$ cat src/rtl/sdram_port_arbiter_if.sv
// Bus bundle for the SDRAM port arbiter: both requester handshakes plus the
// controller-side user port. The "master" modport is the arbiter's view and
// the "slave" modport is the view of the requesters and controller around it.
interface sdram_port_arbiter_if #(
    parameter int ADDR_W = 22,
    parameter int DATA_W = 128
);
    logic              ivga_req;
    logic [ADDR_W-1:0] ivga_addr;
    logic [DATA_W-1:0] ovga_data;
    logic              ovga_ack;

    logic              iwr_req;
    logic [ADDR_W-1:0] iwr_addr;
    logic [DATA_W-1:0] iwr_data;
    logic              owr_ack;

    logic              osd_req;
    logic              osd_we;
    logic [ADDR_W-1:0] osd_addr;
    logic [DATA_W-1:0] osd_wdata;
    logic [DATA_W-1:0] isd_rdata;
    logic              isd_ack;

    modport master (
        input  ivga_req, ivga_addr, iwr_req, iwr_addr, iwr_data, isd_rdata, isd_ack,
        output ovga_data, ovga_ack, owr_ack, osd_req, osd_we, osd_addr, osd_wdata
    );

    modport slave (
        output ivga_req, ivga_addr, iwr_req, iwr_addr, iwr_data, isd_rdata, isd_ack,
        input  ovga_data, ovga_ack, owr_ack, osd_req, osd_we, osd_addr, osd_wdata
    );
endinterface

$ cat src/rtl/sdram_port_arbiter.sv
// Two-requester arbiter for the SDRAM controller user port.
// VGA line fetches have priority; a starvation counter forces the frame
// writer through after STARVE_LIMIT consecutive VGA grants taken while it
// waits. One transaction is outstanding at a time.
// Optional build macro ARB_STATS_EN adds read/write/forced-write counters.
//
// state     | meaning
// IDLE      | no transaction, sampling requests
// GRANT_VGA | read issued to controller, waiting for isd_ack
// GRANT_WR  | write issued to controller, waiting for isd_ack
// DONE      | requester ack visible, requests not sampled
module sdram_port_arbiter #(
    parameter int ADDR_W       = 22,
    parameter int DATA_W       = 128,
    parameter int STARVE_LIMIT = 4
) (
    input  logic iclk_50,
    input  logic ireset,
    sdram_port_arbiter_if.master bus
`ifdef ARB_STATS_EN
    ,
    output logic [15:0] ostat_vga,
    output logic [15:0] ostat_wr,
    output logic [15:0] ostat_forced
`endif
);

    localparam int CNT_W = $clog2(STARVE_LIMIT + 1);
    localparam logic [CNT_W-1:0] CNT_MAX = CNT_W'(STARVE_LIMIT);

    typedef enum logic [1:0] {
        IDLE,
        GRANT_VGA,
        GRANT_WR,
        DONE
    } state_t;

    state_t            state;
    state_t            state_nxt;
    logic [CNT_W-1:0]  starve_cnt;
    logic              starved;
    logic              take_vga;
    logic              take_wr;
    logic              done_vga;
    logic              done_wr;
    logic [ADDR_W-1:0] grant_addr;
    logic [DATA_W-1:0] rd_word;

    assign starved = bus.iwr_req && (starve_cnt == CNT_MAX);
    assign rd_word = bus.isd_rdata;

    // State register.
    always_ff @(posedge iclk_50) begin
        if (ireset) begin
            state <= IDLE;
        end else begin
            state <= state_nxt;
        end
    end

    // Next-state decode and grant/completion strobes.
    always_comb begin
        state_nxt  = state;
        take_vga   = 1'b0;
        take_wr    = 1'b0;
        done_vga   = 1'b0;
        done_wr    = 1'b0;
        case (state)
            IDLE: begin
                if (bus.ivga_req && !starved) begin
                    take_vga  = 1'b1;
                    state_nxt = GRANT_VGA;
                end else if (bus.iwr_req) begin
                    take_wr   = 1'b1;
                    state_nxt = GRANT_WR;
                end
            end
            GRANT_VGA: begin
                if (bus.isd_ack) begin
                    done_vga  = 1'b1;
                    state_nxt = DONE;
                end
            end
            GRANT_WR: begin
                if (bus.isd_ack) begin
                    done_wr   = 1'b1;
                    state_nxt = DONE;
                end
            end
            DONE: begin
                state_nxt = IDLE;
            end
            default: begin
                state_nxt = IDLE;
            end
        endcase
        grant_addr = take_wr ? bus.iwr_addr : bus.ivga_addr;
    end

    // Count VGA grants taken over a waiting writer; any write grant or an
    // idle cycle with no writer pending resets the run.
    always_ff @(posedge iclk_50) begin
        if (ireset) begin
            starve_cnt <= '0;
        end else if (take_wr) begin
            starve_cnt <= '0;
        end else if (take_vga && bus.iwr_req) begin
            if (starve_cnt != CNT_MAX) begin
                starve_cnt <= starve_cnt + 1'b1;
            end
        end else if (state == IDLE && !bus.iwr_req) begin
            starve_cnt <= '0;
        end
    end

    // Registered controller request, latched command and requester acks.
    always_ff @(posedge iclk_50) begin
        if (ireset) begin
            bus.osd_req   <= 1'b0;
            bus.osd_we    <= 1'b0;
            bus.osd_addr  <= '0;
            bus.osd_wdata <= '0;
            bus.ovga_data <= '0;
            bus.ovga_ack  <= 1'b0;
            bus.owr_ack   <= 1'b0;
        end else begin
            bus.ovga_ack <= done_vga;
            bus.owr_ack  <= done_wr;
            if (take_vga || take_wr) begin
                bus.osd_req  <= 1'b1;
                bus.osd_we   <= take_wr;
                bus.osd_addr <= grant_addr;
            end else if (done_vga || done_wr) begin
                bus.osd_req <= 1'b0;
            end
            if (take_wr) begin
                bus.osd_wdata <= bus.iwr_data;
            end
            if (done_vga) begin
                bus.ovga_data <= rd_word;
            end
        end
    end

`ifdef ARB_STATS_EN
    // Free-running 16-bit activity counters; a write grant with VGA also
    // requesting can only happen when the starvation guard fired.
    always_ff @(posedge iclk_50) begin
        if (ireset) begin
            ostat_vga    <= '0;
            ostat_wr     <= '0;
            ostat_forced <= '0;
        end else begin
            if (done_vga) begin
                ostat_vga <= ostat_vga + 16'd1;
            end
            if (done_wr) begin
                ostat_wr <= ostat_wr + 16'd1;
            end
            if (take_wr && bus.ivga_req) begin
                ostat_forced <= ostat_forced + 16'd1;
            end
        end
    end
`endif

endmodule

$ cat src/flat_wrapper.sv
// flat-port wrapper written by rule: the top's interface ports become plain ports
module sdram_port_arbiter_flat 
#(
    parameter int ADDR_W       = 22,
    parameter int DATA_W       = 128,
    parameter int STARVE_LIMIT = 4
)
  (iclk_50, ireset, bus_ivga_req, bus_ivga_addr, bus_iwr_req, bus_iwr_addr, bus_iwr_data, bus_isd_rdata, bus_isd_ack, bus_ovga_data, bus_ovga_ack, bus_owr_ack, bus_osd_req, bus_osd_we, bus_osd_addr, bus_osd_wdata);
  sdram_port_arbiter_if #(.ADDR_W(ADDR_W), .DATA_W(DATA_W)) bus_i ();
  input  logic iclk_50;
  input  logic ireset;
  input wire logic [$bits(bus_i.ivga_req)-1:0] bus_ivga_req;
  input wire logic [$bits(bus_i.ivga_addr)-1:0] bus_ivga_addr;
  input wire logic [$bits(bus_i.iwr_req)-1:0] bus_iwr_req;
  input wire logic [$bits(bus_i.iwr_addr)-1:0] bus_iwr_addr;
  input wire logic [$bits(bus_i.iwr_data)-1:0] bus_iwr_data;
  input wire logic [$bits(bus_i.isd_rdata)-1:0] bus_isd_rdata;
  input wire logic [$bits(bus_i.isd_ack)-1:0] bus_isd_ack;
  output wire logic [$bits(bus_i.ovga_data)-1:0] bus_ovga_data;
  output wire logic [$bits(bus_i.ovga_ack)-1:0] bus_ovga_ack;
  output wire logic [$bits(bus_i.owr_ack)-1:0] bus_owr_ack;
  output wire logic [$bits(bus_i.osd_req)-1:0] bus_osd_req;
  output wire logic [$bits(bus_i.osd_we)-1:0] bus_osd_we;
  output wire logic [$bits(bus_i.osd_addr)-1:0] bus_osd_addr;
  output wire logic [$bits(bus_i.osd_wdata)-1:0] bus_osd_wdata;
  assign bus_i.ivga_req = bus_ivga_req;
  assign bus_i.ivga_addr = bus_ivga_addr;
  assign bus_i.iwr_req = bus_iwr_req;
  assign bus_i.iwr_addr = bus_iwr_addr;
  assign bus_i.iwr_data = bus_iwr_data;
  assign bus_i.isd_rdata = bus_isd_rdata;
  assign bus_i.isd_ack = bus_isd_ack;
  assign bus_ovga_data = bus_i.ovga_data;
  assign bus_ovga_ack = bus_i.ovga_ack;
  assign bus_owr_ack = bus_i.owr_ack;
  assign bus_osd_req = bus_i.osd_req;
  assign bus_osd_we = bus_i.osd_we;
  assign bus_osd_addr = bus_i.osd_addr;
  assign bus_osd_wdata = bus_i.osd_wdata;
  sdram_port_arbiter #(.ADDR_W(ADDR_W), .DATA_W(DATA_W), .STARVE_LIMIT(STARVE_LIMIT)) u_core (.iclk_50(iclk_50), .ireset(ireset), .bus(bus_i));
endmodule
$ cat config.mk
export PLATFORM = sky130hd
export DESIGN_NAME = sdram_port_arbiter_flat
export DESIGN_NICKNAME = d
export VERILOG_FILES = /design/src/rtl/sdram_port_arbiter_if.sv /design/src/rtl/sdram_port_arbiter.sv /design/src/flat_wrapper.sv
export SDC_FILE = /design/constraint.sdc
export NUM_CORES = 1
export LEC_CHECK = 0
export CAP_MARGIN = 20
export CORE_AREA = 3 3 225 227
export DETAILED_ROUTE_END_ITERATION = 12
export DIE_AREA = 0 0 228 230
export PLACE_DENSITY_LB_ADDON = 0.25
export SYNTH_ARGS = -nofsm -noshare
export SYNTH_HDL_FRONTEND = slang
export SYNTH_SLANG_ARGS = --single-unit
$ cat constraint.sdc
create_clock -name iclk_50 -period 5.2 [get_ports iclk_50]
set_clock_uncertainty 0.2 [all_clocks]
set_input_delay 0.52 -clock iclk_50 [delete_from_list [all_inputs] [get_ports iclk_50]]
set_output_delay 0.52 -clock iclk_50 [all_outputs]
set_load 0.03 [all_outputs]
==> results of run 1 <==
==> cells by family after synthesis <==
logic type / Yosys count / synth area share, %
muxes: 1 / 0.0938
DFF: 287 / 53.8
AOI/OAI and AO/OA: 464 / 22.9
adders and majority gates: 6 / 0.703
and+or+nand+nor: 430 / 16.9
buffers and inverters: 136 / 5.59
==> synthesized netlist by cell type, types with 2 or more instances <==
cell type and count:
sky130_fd_sc_hd__ha_1 6, sky130_fd_sc_hd__buf_2 57, sky130_fd_sc_hd__buf_4 4, sky130_fd_sc_hd__a21oi_1 260, sky130_fd_sc_hd__a211oi_1 21, sky130_fd_sc_hd__and2_1 2, sky130_fd_sc_hd__nand2_1 265, sky130_fd_sc_hd__dfxtp_1 287
sky130_fd_sc_hd__nor2_1 27, sky130_fd_sc_hd__buf_1 3, sky130_fd_sc_hd__nand3_1 132, sky130_fd_sc_hd__inv_1 6, sky130_fd_sc_hd__a31oi_1 22, sky130_fd_sc_hd__clkbuf_1 66, sky130_fd_sc_hd__o21ai_0 152
==> layer usage <==
layer,global-route usage [%],up-vias,share of wire [%]
li1,-,5556,-
met1,18.0,5323,40
met2,26.7,429,48
met3,5.92,71,8.9
met4,5.09,2,2.6
met5,0,-,0.030
==> cell usage in the layout, fill, tap and decap left out, types with 2 or more instances in the layout <==
cell type | netlist | layout
sky130_fd_sc_hd__buf_12 | 0 | 4
sky130_fd_sc_hd__nand2_1 | 265 | 263
sky130_fd_sc_hd__nand2_4 | 0 | 2
sky130_fd_sc_hd__nor2_1 | 27 | 27
sky130_fd_sc_hd__dfxtp_1 | 287 | 287
sky130_fd_sc_hd__clkdlybuf4s50_1 | 0 | 585
sky130_fd_sc_hd__a21oi_1 | 260 | 260
sky130_fd_sc_hd__o21ai_0 | 152 | 152
sky130_fd_sc_hd__inv_1 | 6 | 6
sky130_fd_sc_hd__buf_4 | 4 | 7
sky130_fd_sc_hd__and2_4 | 0 | 2
sky130_fd_sc_hd__nand3_1 | 132 | 132
sky130_fd_sc_hd__clkbuf_8 | 0 | 12
sky130_fd_sc_hd__ha_1 | 6 | 6
sky130_fd_sc_hd__clkbuf_1 | 66 | 10
sky130_fd_sc_hd__a211oi_1 | 21 | 21
sky130_fd_sc_hd__a31oi_1 | 22 | 22
sky130_fd_sc_hd__clkbuf_16 | 0 | 37
sky130_fd_sc_hd__clkinv_2 | 0 | 3
==> metrics by stage <==
stage          power, W  utilization [%]  worst slack (ps)  hold slack (ps)  instance area (um2)
4_1_cts         0.00796             37.0              2400              253                18100
2_1_floorplan   0.00431                -              3430              249                10700
3_3_place_gp    0.00546             34.7              2020              242                17000
6_report        0.00782             37.1              2360              253                18100
3_5_place_dp    0.00548             34.7              2020              246                17000
5_1_grt         0.00822             37.0              2160              266                18100
==> area by class of cell <==
class	count	share of cell area, %
Timing Repair Buffer	597	33.2
Sequential cell	287	31.7
Multi-Input combinational cell	901	24.1
Clock buffer	58	6.16
Tap cell	664	4.59
Clock inverter	4	0.131
Inverter	6	0.124
Antenna cell	1	0.0138
==> worst min-delay path by stage <==
stage	from	endpoint	slack, ps	depth (start not counted)
after CTS	u_core.bus.ovga_data[84]	u_core.bus.ovga_data[84]	250	2
after global routing	u_core.bus.ovga_data[90]	u_core.bus.ovga_data[90]	270	2
after floorplan	u_core.starve_cnt[0]	u_core.starve_cnt[0]	250	2
after global placement	u_core.bus.ovga_data[73]	u_core.bus.ovga_data[73]	240	2
final	u_core.bus.ovga_data[75]	u_core.bus.ovga_data[75]	250	2
after detailed placement	u_core.bus.ovga_data[84]	u_core.bus.ovga_data[84]	250	2
==> worst max-delay path, cell delays in order (launching register included) <==
cell	delay, ps
sky130_fd_sc_hd__dfxtp_1	310
sky130_fd_sc_hd__inv_1	120
sky130_fd_sc_hd__ha_1	370
sky130_fd_sc_hd__and2_4	830
sky130_fd_sc_hd__buf_12	380
sky130_fd_sc_hd__a31oi_1	130
sky130_fd_sc_hd__a211oi_1	240
==> power breakdown <==
part / internal, W / switching [W]
registers: 0.00251 / 0.000146
clock network: 0.00146 / 0.000949
logic: 0.00104 / 0.00172
total: 0.00501 / 0.00281
==> flip-flops by register name (all words and copies together), names as in the netlist <==
register / flops
u_core.bus.osd_req: 1
u_core.bus.ovga_ack: 1
u_core.bus.osd_addr: 22
u_core.bus.osd_wdata: 128
u_core.bus.ovga_data: 128
u_core.bus.owr_ack: 1
u_core.bus.osd_we: 1
u_core.starve_cnt: 3
u_core.state: 2
==> results_dict.tcl, run 1 <==
set metrics [dict create \
    critical_path.startpoint "u_core.state[0]" \
    max_cap_viol_count 0 \
    synth_area_leader_cell "sky130_fd_sc_hd__dfxtp_1" \
    drt_pass1_iterations 5 \
    die_w_um 228 \
    vias 11381 \
    placeable_area_um2 48800 \
    insertion_delay_ps 520 \
    drt_drc_violations_left 0 \
    first_global_vias 11075 \
    timing.final.setup_violations 0 \
    wl_per_cell_um 17.4 \
    synthesis.instances 1324 \
    die_height_um 230 \
    worst-path-max-fanout 78 \
    finalHoldViolations 0 \
    timing_worst_slew_pin_value_ps 1060 \
    critical_path_required_ps 5420 \
    cts_tree "yes" \
    tightest_slew_margin_relative_to_the_limit_pct 29.1 \
    clk_root_buffer_cell "sky130_fd_sc_hd__clkbuf_16" \
    synth_edf_count 0 \
    synth-main-ff-cell "sky130_fd_sc_hd__dfxtp_1" \
    crit_end "u_core.bus.osd_addr[14]" \
    power.density_nw_per_um2 432 \
    final_antenna_net_count 0 \
    place.port_buffers 586 \
    grt.total_usage_pct 15.6 \
    grt_start_max_net_pins 129 \
    timing_worst_setup_path_type "reg2reg" \
    worst_ir_drop_vdd_mv 0.214 \
    avgViaCountPerCell 4.52 \
    number_of_antenna_violations_at_the_first_check_in_global_routing 2 \
    power.leakage_nw 6.09 \
    synth.cell_area_um2 10700 \
    outcome "completed" \
    core.rowCount 81 \
    grt_setup_unrepaired "no" \
    filler_cell_count 5077 \
    routability_congestion_estimate 0.788 \
    timing.setup.tns_ps 0 \
    async_reset_ff_share_pct 0 \
    drtIter0Drc 583 \
    first_pass_grt_wire_length_um 65900 \
    yosysUniqueCellTypes 29 \
    synthesis.yosys.warnings 0 \
    dp_cells 2455 \
    post_cts_resize_count 0 \
    cts-root-to-sink-buffers 3 \
    clock-sinks 287 \
    critical_path.startpoint_type "flip-flop" \
    r2r_setup_slack_ps 2360 \
    ctsHtreeMaxLevel 2 \
    final_cells 2518 \
    clkSlewWorstSetupHoldPaths_ps 60 \
    ios 587 \
    hpwl_after_dpl_um 29300 \
    endpoint_of_the_worst_register_to_register_path "u_core.bus.osd_addr[14]" \
    timing.critical_path.to_type "flip-flop" \
    seq_area_frac_synth_pct 53.8 \
    area_growth_pct 69.6 \
    drive_gt1_share_pct 3.83 \
    syn-mean-instance-area_um2 8.06 \
    reg2reg_depth 6 \
    synth_top_area_share_pct 53.8 \
    netlist_top_cells_area "sky130_fd_sc_hd__dfxtp_1 (54%), sky130_fd_sc_hd__a21oi_1 (12%), sky130_fd_sc_hd__nand2_1 (9.3%), sky130_fd_sc_hd__o21ai_0 (7.1%), sky130_fd_sc_hd__nand3_1 (6.2%)" \
    fmax_mhz 352 \
    rr_startpoint "u_core.state[0]" \
    overflow 0 \
    seq_area_um2 5750 \
    period_needed_ps 2840 \
    start_util_pct 21.9 \
    min_path_type "reg2reg" \
    holdBufCountCts 0 \
    multi_input_logic_area_um2 4360 \
    cp.arrival_ps 3060 \
    numCtsBuffers 36 \
    mappedNetlistNets 1635 \
    slew_violations 0 \
    synth.ff_latch_count 287 \
    postcts_setup_bufs 0 \
    die-area_um2 52400 \
    nNetsFinal 2140 \
    layout_worst_path_cycle_share_pct 54.6 \
    detail_route.wirelength_um 43800 \
]
Note: power is estimated with default switching activity, not from simulation.
==> inputs of run 2 (changes only) <==
CORE_AREA = 3 3 226 228   (was 3 3 225 227)
DIE_AREA = 0 0 229 231   (was 0 0 228 230)
clock period = 2.5 ns   (was 5.2 ns; I/O delays follow)
==> results_dict.tcl, run 2 (same netlist as run 1, synthesis figures left out) <==
set metrics [dict create \
    outcome "completed" \
    tightest_slew_margin_relative_to_the_limit_pct 70.9 \
    mostFrequentLayoutCell "sky130_fd_sc_hd__clkdlybuf4s50_1" \
    route.layer.met1.wl_um 17800 \
    crit_family "buffers and inverters" \
    holdBufCountCts 1 \
    cp.arrival_ps 1630 \
    number_of_antenna_violations_at_the_first_check_in_global_routing 5 \
    die-area_um2 52900 \
    ios 587 \
    clock-sinks 287 \
    core.rowCount 81 \
    start_util_pct 21.8 \
    detail_route.wirelength_um 44700 \
    placeable_area_um2 49100 \
    commonest_non_fill_non_tap_cells_in_the_layout "sky130_fd_sc_hd__clkdlybuf4s50_1 (585), sky130_fd_sc_hd__dfxtp_1 (287), sky130_fd_sc_hd__nand2_1 (263)" \
    area_growth_pct 74.1 \
    final_antenna_net_count 0 \
    post_cts_resize_count 0 \
    dp_worst_setup_slack_ps 349 \
    hpwl_after_dpl_um 32000 \
    r2r_setup_slack_ps 450 \
    finalHoldViolations 0 \
    worst_ir_drop_vdd_mv 0.432 \
    place.port_buffers 586 \
    crit_chain "clkdlybuf4s50_1" \
    multi_input_logic_area_um2 4360 \
    worst-path-max-fanout 2 \
    first_global_vias 11336 \
    timing.final.setup_violations 0 \
    nNetsFinal 2174 \
    clkSlewWorstSetupHoldPaths_ps 50 \
    largest_registers "u_core.bus.osd_wdata x128, u_core.bus.ovga_data x128, u_core.bus.osd_addr x22" \
    dr_wl_met3_um 4210 \
    highest-signal-layer "met5" \
    filler_cell_count 5124 \
    vias 11489 \
    fmax_mhz 482 \
    numCtsBuffers 36 \
    cp.buffers_inverters 1 \
    die_height_um 231 \
    seq_area_um2 5750 \
    slew_violations 0 \
    clk_root_buffer_cell "sky130_fd_sc_hd__clkbuf_16" \
    setup_ws_ps 423 \
    critical_path_required_ps 2050 \
    finalCoreUtilization_pct 37.9 \
    critical_path.max_stage_delay_ps 730 \
    drt_drc_violations_left 0 \
    ctsHtreeMaxLevel 2 \
    timing_worst_slew_pin_value_ps 436 \
    avgViaCountPerCell 4.51 \
    drive_gt1_share_pct 5.31 \
    cts-root-to-sink-buffers 3 \
    grt_setup_unrepaired "no" \
    timing_worst_setup_path_type "reg2out" \
    insertion_delay_ps 510 \
    overflow 0 \
    detailed_place.area_um2 17400 \
    final_cell_area_um2 18600 \
    cts_tree "yes" \
    power.leakage_nw 6.33 \
    drtIter0Drc 688 \
    first_pass_grt_wire_length_um 67500 \
    timing.critical_path.to_type "output pin" \
    timing.setup.tns_ps 0 \
    drt_pass1_iterations 5 \
    grt_start_max_net_pins 73 \
    routability_congestion_estimate 0.811 \
    met2_wirelength_um 21500 \
    period_needed_ps 2080 \
    min_path_type "in2reg" \
    postcts_setup_bufs 0 \
    power.density_nw_per_um2 905 \
    die_w_um 229 \
    grt.total_usage_pct 16.0 \
    design_power_total_w 0.0168 \
    wl_per_cell_um 17.5 \
    max_cap_viol_count 0 \
    crit_path_top_delay_cell "sky130_fd_sc_hd__clkdlybuf4s50_1" \
    critical_path.startpoint_type "flip-flop" \
    layout_worst_path_cycle_share_pct 83.1 \
]
## run 2: path summary, 6_finish.rpt
check / startpoint / endpoint / cells past startpoint
max: u_core.bus.ovga_data[68] / bus_ovga_data[68] / 1
min: bus_isd_rdata[13] / u_core.bus.ovga_data[13] / 3
max reg2reg: u_core.state[0] / u_core.bus.osd_addr[0] / 6
min reg2reg: u_core.bus.ovga_data[42] / u_core.bus.ovga_data[42] / 2
## run 2: power by group
| group | leakage [nW] | total, W | switching, W | internal (W) |
|---|---|---|---|---|
| clock | 0.563 | 0.00518 | 0.00194 | 0.00324 |
| sequential | 2.34 | 0.00553 | 0.000307 | 0.00522 |
| combinational | 3.43 | 0.00611 | 0.00365 | 0.00246 |
| total | 6.33 | 0.0168 | 0.00590 | 0.0109 |
## run 2: layout make-up
class	count	share of cell area, %
tap	664	4.47
sequential	287	30.9
timing repair buffer	631	34.8
clock buffer	53	5.52
clock inverter	7	0.741
multi-input combinational	901	23.5
inverter	6	0.121
antenna	1	0.0135
## run 2: through the flow
stage / hold slack, ps / std cells
floorplan: 186 / 1324
detailed placement: 246 / 2488
global route: 49.1 / 2550
finish: 80.1 / 2550
CTS: 32.9 / 2549
global placement: 241 / 2488
## run 2: per-layer routing
layer  vias up  GRT usage (%)
met5         -              0
met2       434           27.5
met1      5361           18.4
met3        67           6.10
met4         8           4.90
li1       5619              -
==> inputs of run 3 (changes only) <==
CORE_AREA = 3 3 227 229   (was 3 3 226 228)
DIE_AREA = 0 0 230 232   (was 0 0 229 231)
clock period = 2 ns   (was 2.5 ns; I/O delays follow)
==> results_dict.tcl, run 3 (same netlist as run 1, synthesis figures left out) <==
set metrics [dict create \
    outcome "completed" \
    clk_root_buffer_cell "sky130_fd_sc_hd__clkbuf_16" \
    area_growth_pct 88.8 \
    finalHoldViolations 0 \
    crit_path_top_delay_cell "sky130_fd_sc_hd__clkdlybuf4s50_1" \
    final_cells 2699 \
    avgViaCountPerCell 4.48 \
    number_of_antenna_violations_at_the_first_check_in_global_routing 2 \
    timing.final.setup_violations 0 \
    dp_worst_setup_slack_ps 0.975 \
    timing_worst_setup_path_type "reg2out" \
    tightest_slew_margin_relative_to_the_limit_pct 71.2 \
    crit_chain "clkdlybuf4s50_1" \
    vias 12099 \
    worst_ir_drop_vdd_mv 0.544 \
    crit_family "buffers and inverters" \
    timing.setup.tns_ps 0 \
    place.port_buffers 586 \
    grt_start_max_net_pins 63 \
    nNetsFinal 2315 \
    placeable_area_um2 49900 \
    grt.total_usage_pct 16.5 \
    cp.arrival_ps 1560 \
    overflow 0 \
    cts-root-to-sink-buffers 3 \
    hpwl_after_dpl_um 32600 \
    slew_violations 0 \
    commonest_non_fill_non_tap_cells_in_the_layout "sky130_fd_sc_hd__clkdlybuf4s50_1 (398), sky130_fd_sc_hd__dfxtp_1 (287), sky130_fd_sc_hd__nand2_1 (263)" \
    multi_input_logic_area_um2 4370 \
    final_cell_area_um2 20200 \
    die_w_um 230 \
    worst_hold_slack_ps 27.7 \
    setup_ws_ps 43.0 \
    routability_congestion_estimate 0.815 \
    drtIter0Drc 544 \
    insertion_delay_ps 530 \
    cts_tree "yes" \
    drt_drc_violations_left 0 \
    numCtsBuffers 35 \
    critical_path_required_ps 1600 \
    r2r_setup_slack_ps 140 \
    fmax_mhz 511 \
    critical_path.max_stage_delay_ps 680 \
    drive_gt1_share_pct 6.42 \
    mostFrequentLayoutCell "sky130_fd_sc_hd__clkdlybuf4s50_1" \
    min_path_type "in2reg" \
    drt_pass1_iterations 5 \
    first_pass_grt_wire_length_um 70400 \
    detail_route.wirelength_um 47100 \
    max_cap_viol_count 0 \
    start_util_pct 21.4 \
    die-area_um2 53400 \
    grt_setup_unrepaired "no" \
    power.density_nw_per_um2 1060 \
    seq_area_um2 5750 \
    core.rowCount 82 \
    wl_per_cell_um 17.5 \
    clock-sinks 287 \
    final_antenna_net_count 0 \
    dp_cells 2517 \
    first_global_vias 12155 \
    timing.critical_path.to_type "output pin" \
    cp.buffers_inverters 1 \
    clkSlewWorstSetupHoldPaths_ps 60 \
    critical_path.startpoint_type "flip-flop" \
    filler_cell_count 5052 \
    ios 587 \
    period_needed_ps 1960 \
    layout_worst_path_cycle_share_pct 97.9 \
    die_height_um 232 \
    worst-path-max-fanout 2 \
    ctsHtreeMaxLevel 2 \
    largest_registers "u_core.bus.osd_wdata x128, u_core.bus.ovga_data x128, u_core.bus.osd_addr x22" \
    power.leakage_nw 8.95 \
    detailed_place.area_um2 17600 \
    timing_worst_slew_pin_value_ps 434 \
]
==> run 3: cell count changes in the layout (fill, tap and decap cells not counted), sizes merged <==
cell / delta
clkbuf: +1
dlymetal6s2s: +88
bufinv: -1
buf: +23
inv: +1
dlygate4sd2: +99
dlygate4sd3: +117
clkdlybuf4s50: -187
==> run 3: final cells by class <==
type	count	share of cell area (%)
antenna	1	0.0124
clock buffer	52	5.12
multi-input combinational	901	21.7
clock inverter	7	0.633
inverter	6	0.112
sequential	287	28.5
tap	672	4.17
timing repair buffer	773	39.8
==> run 3: worst paths after layout <==
kind | start | to | depth (start not counted)
hold / removal | bus_iwr_data[55] | u_core.bus.osd_wdata[55] | 3
hold reg to reg | u_core.bus.ovga_data[79] | u_core.bus.ovga_data[79] | 2
setup / recovery | u_core.bus.osd_wdata[75] | bus_osd_wdata[75] | 1
setup reg to reg | u_core.state[0] | u_core.bus.osd_wdata[79] | 7
==> run 3: what timing repair did <==
action                                  CTS  global route
gates resized for setup                  99            91
pin swaps                                 0             2
endpoints found under the hold margin   146             0
hold buffers                            118             0
setup buffers                             0             2
endpoints found under the setup margin   99           171
cloned                                    0             2
==> run 3: metrics by stage <==
| step | total power [W] | utilization, % |
|---|---|---|
| 6_report | 0.0213 | 40.4 |
| 5_1_grt | 0.0224 | 40.4 |
| 4_1_cts | 0.0215 | 39.8 |
| 3_5_place_dp | 0.0150 | 35.4 |
| 3_3_place_gp | 0.0149 | 35.4 |
| 2_1_floorplan | 0.0112 | - |
==> run 3: power by group <==
| part | switching [W] | internal (W) |
|---|---|---|
| sequential | 0.000372 | 0.00652 |
| clock | 0.00249 | 0.00395 |
| combinational | 0.00473 | 0.00322 |
==> run 3: layer usage <==
metal | vias to the layer above | share of wire (%) | GRT usage, %
met5 | - | 0.028 | 0
met4 | 2 | 3.5 | 6.00
met3 | 92 | 9.2 | 6.28
met2 | 457 | 47 | 28.0
met1 | 5645 | 40 | 19.0
li1 | 5903 | - | -
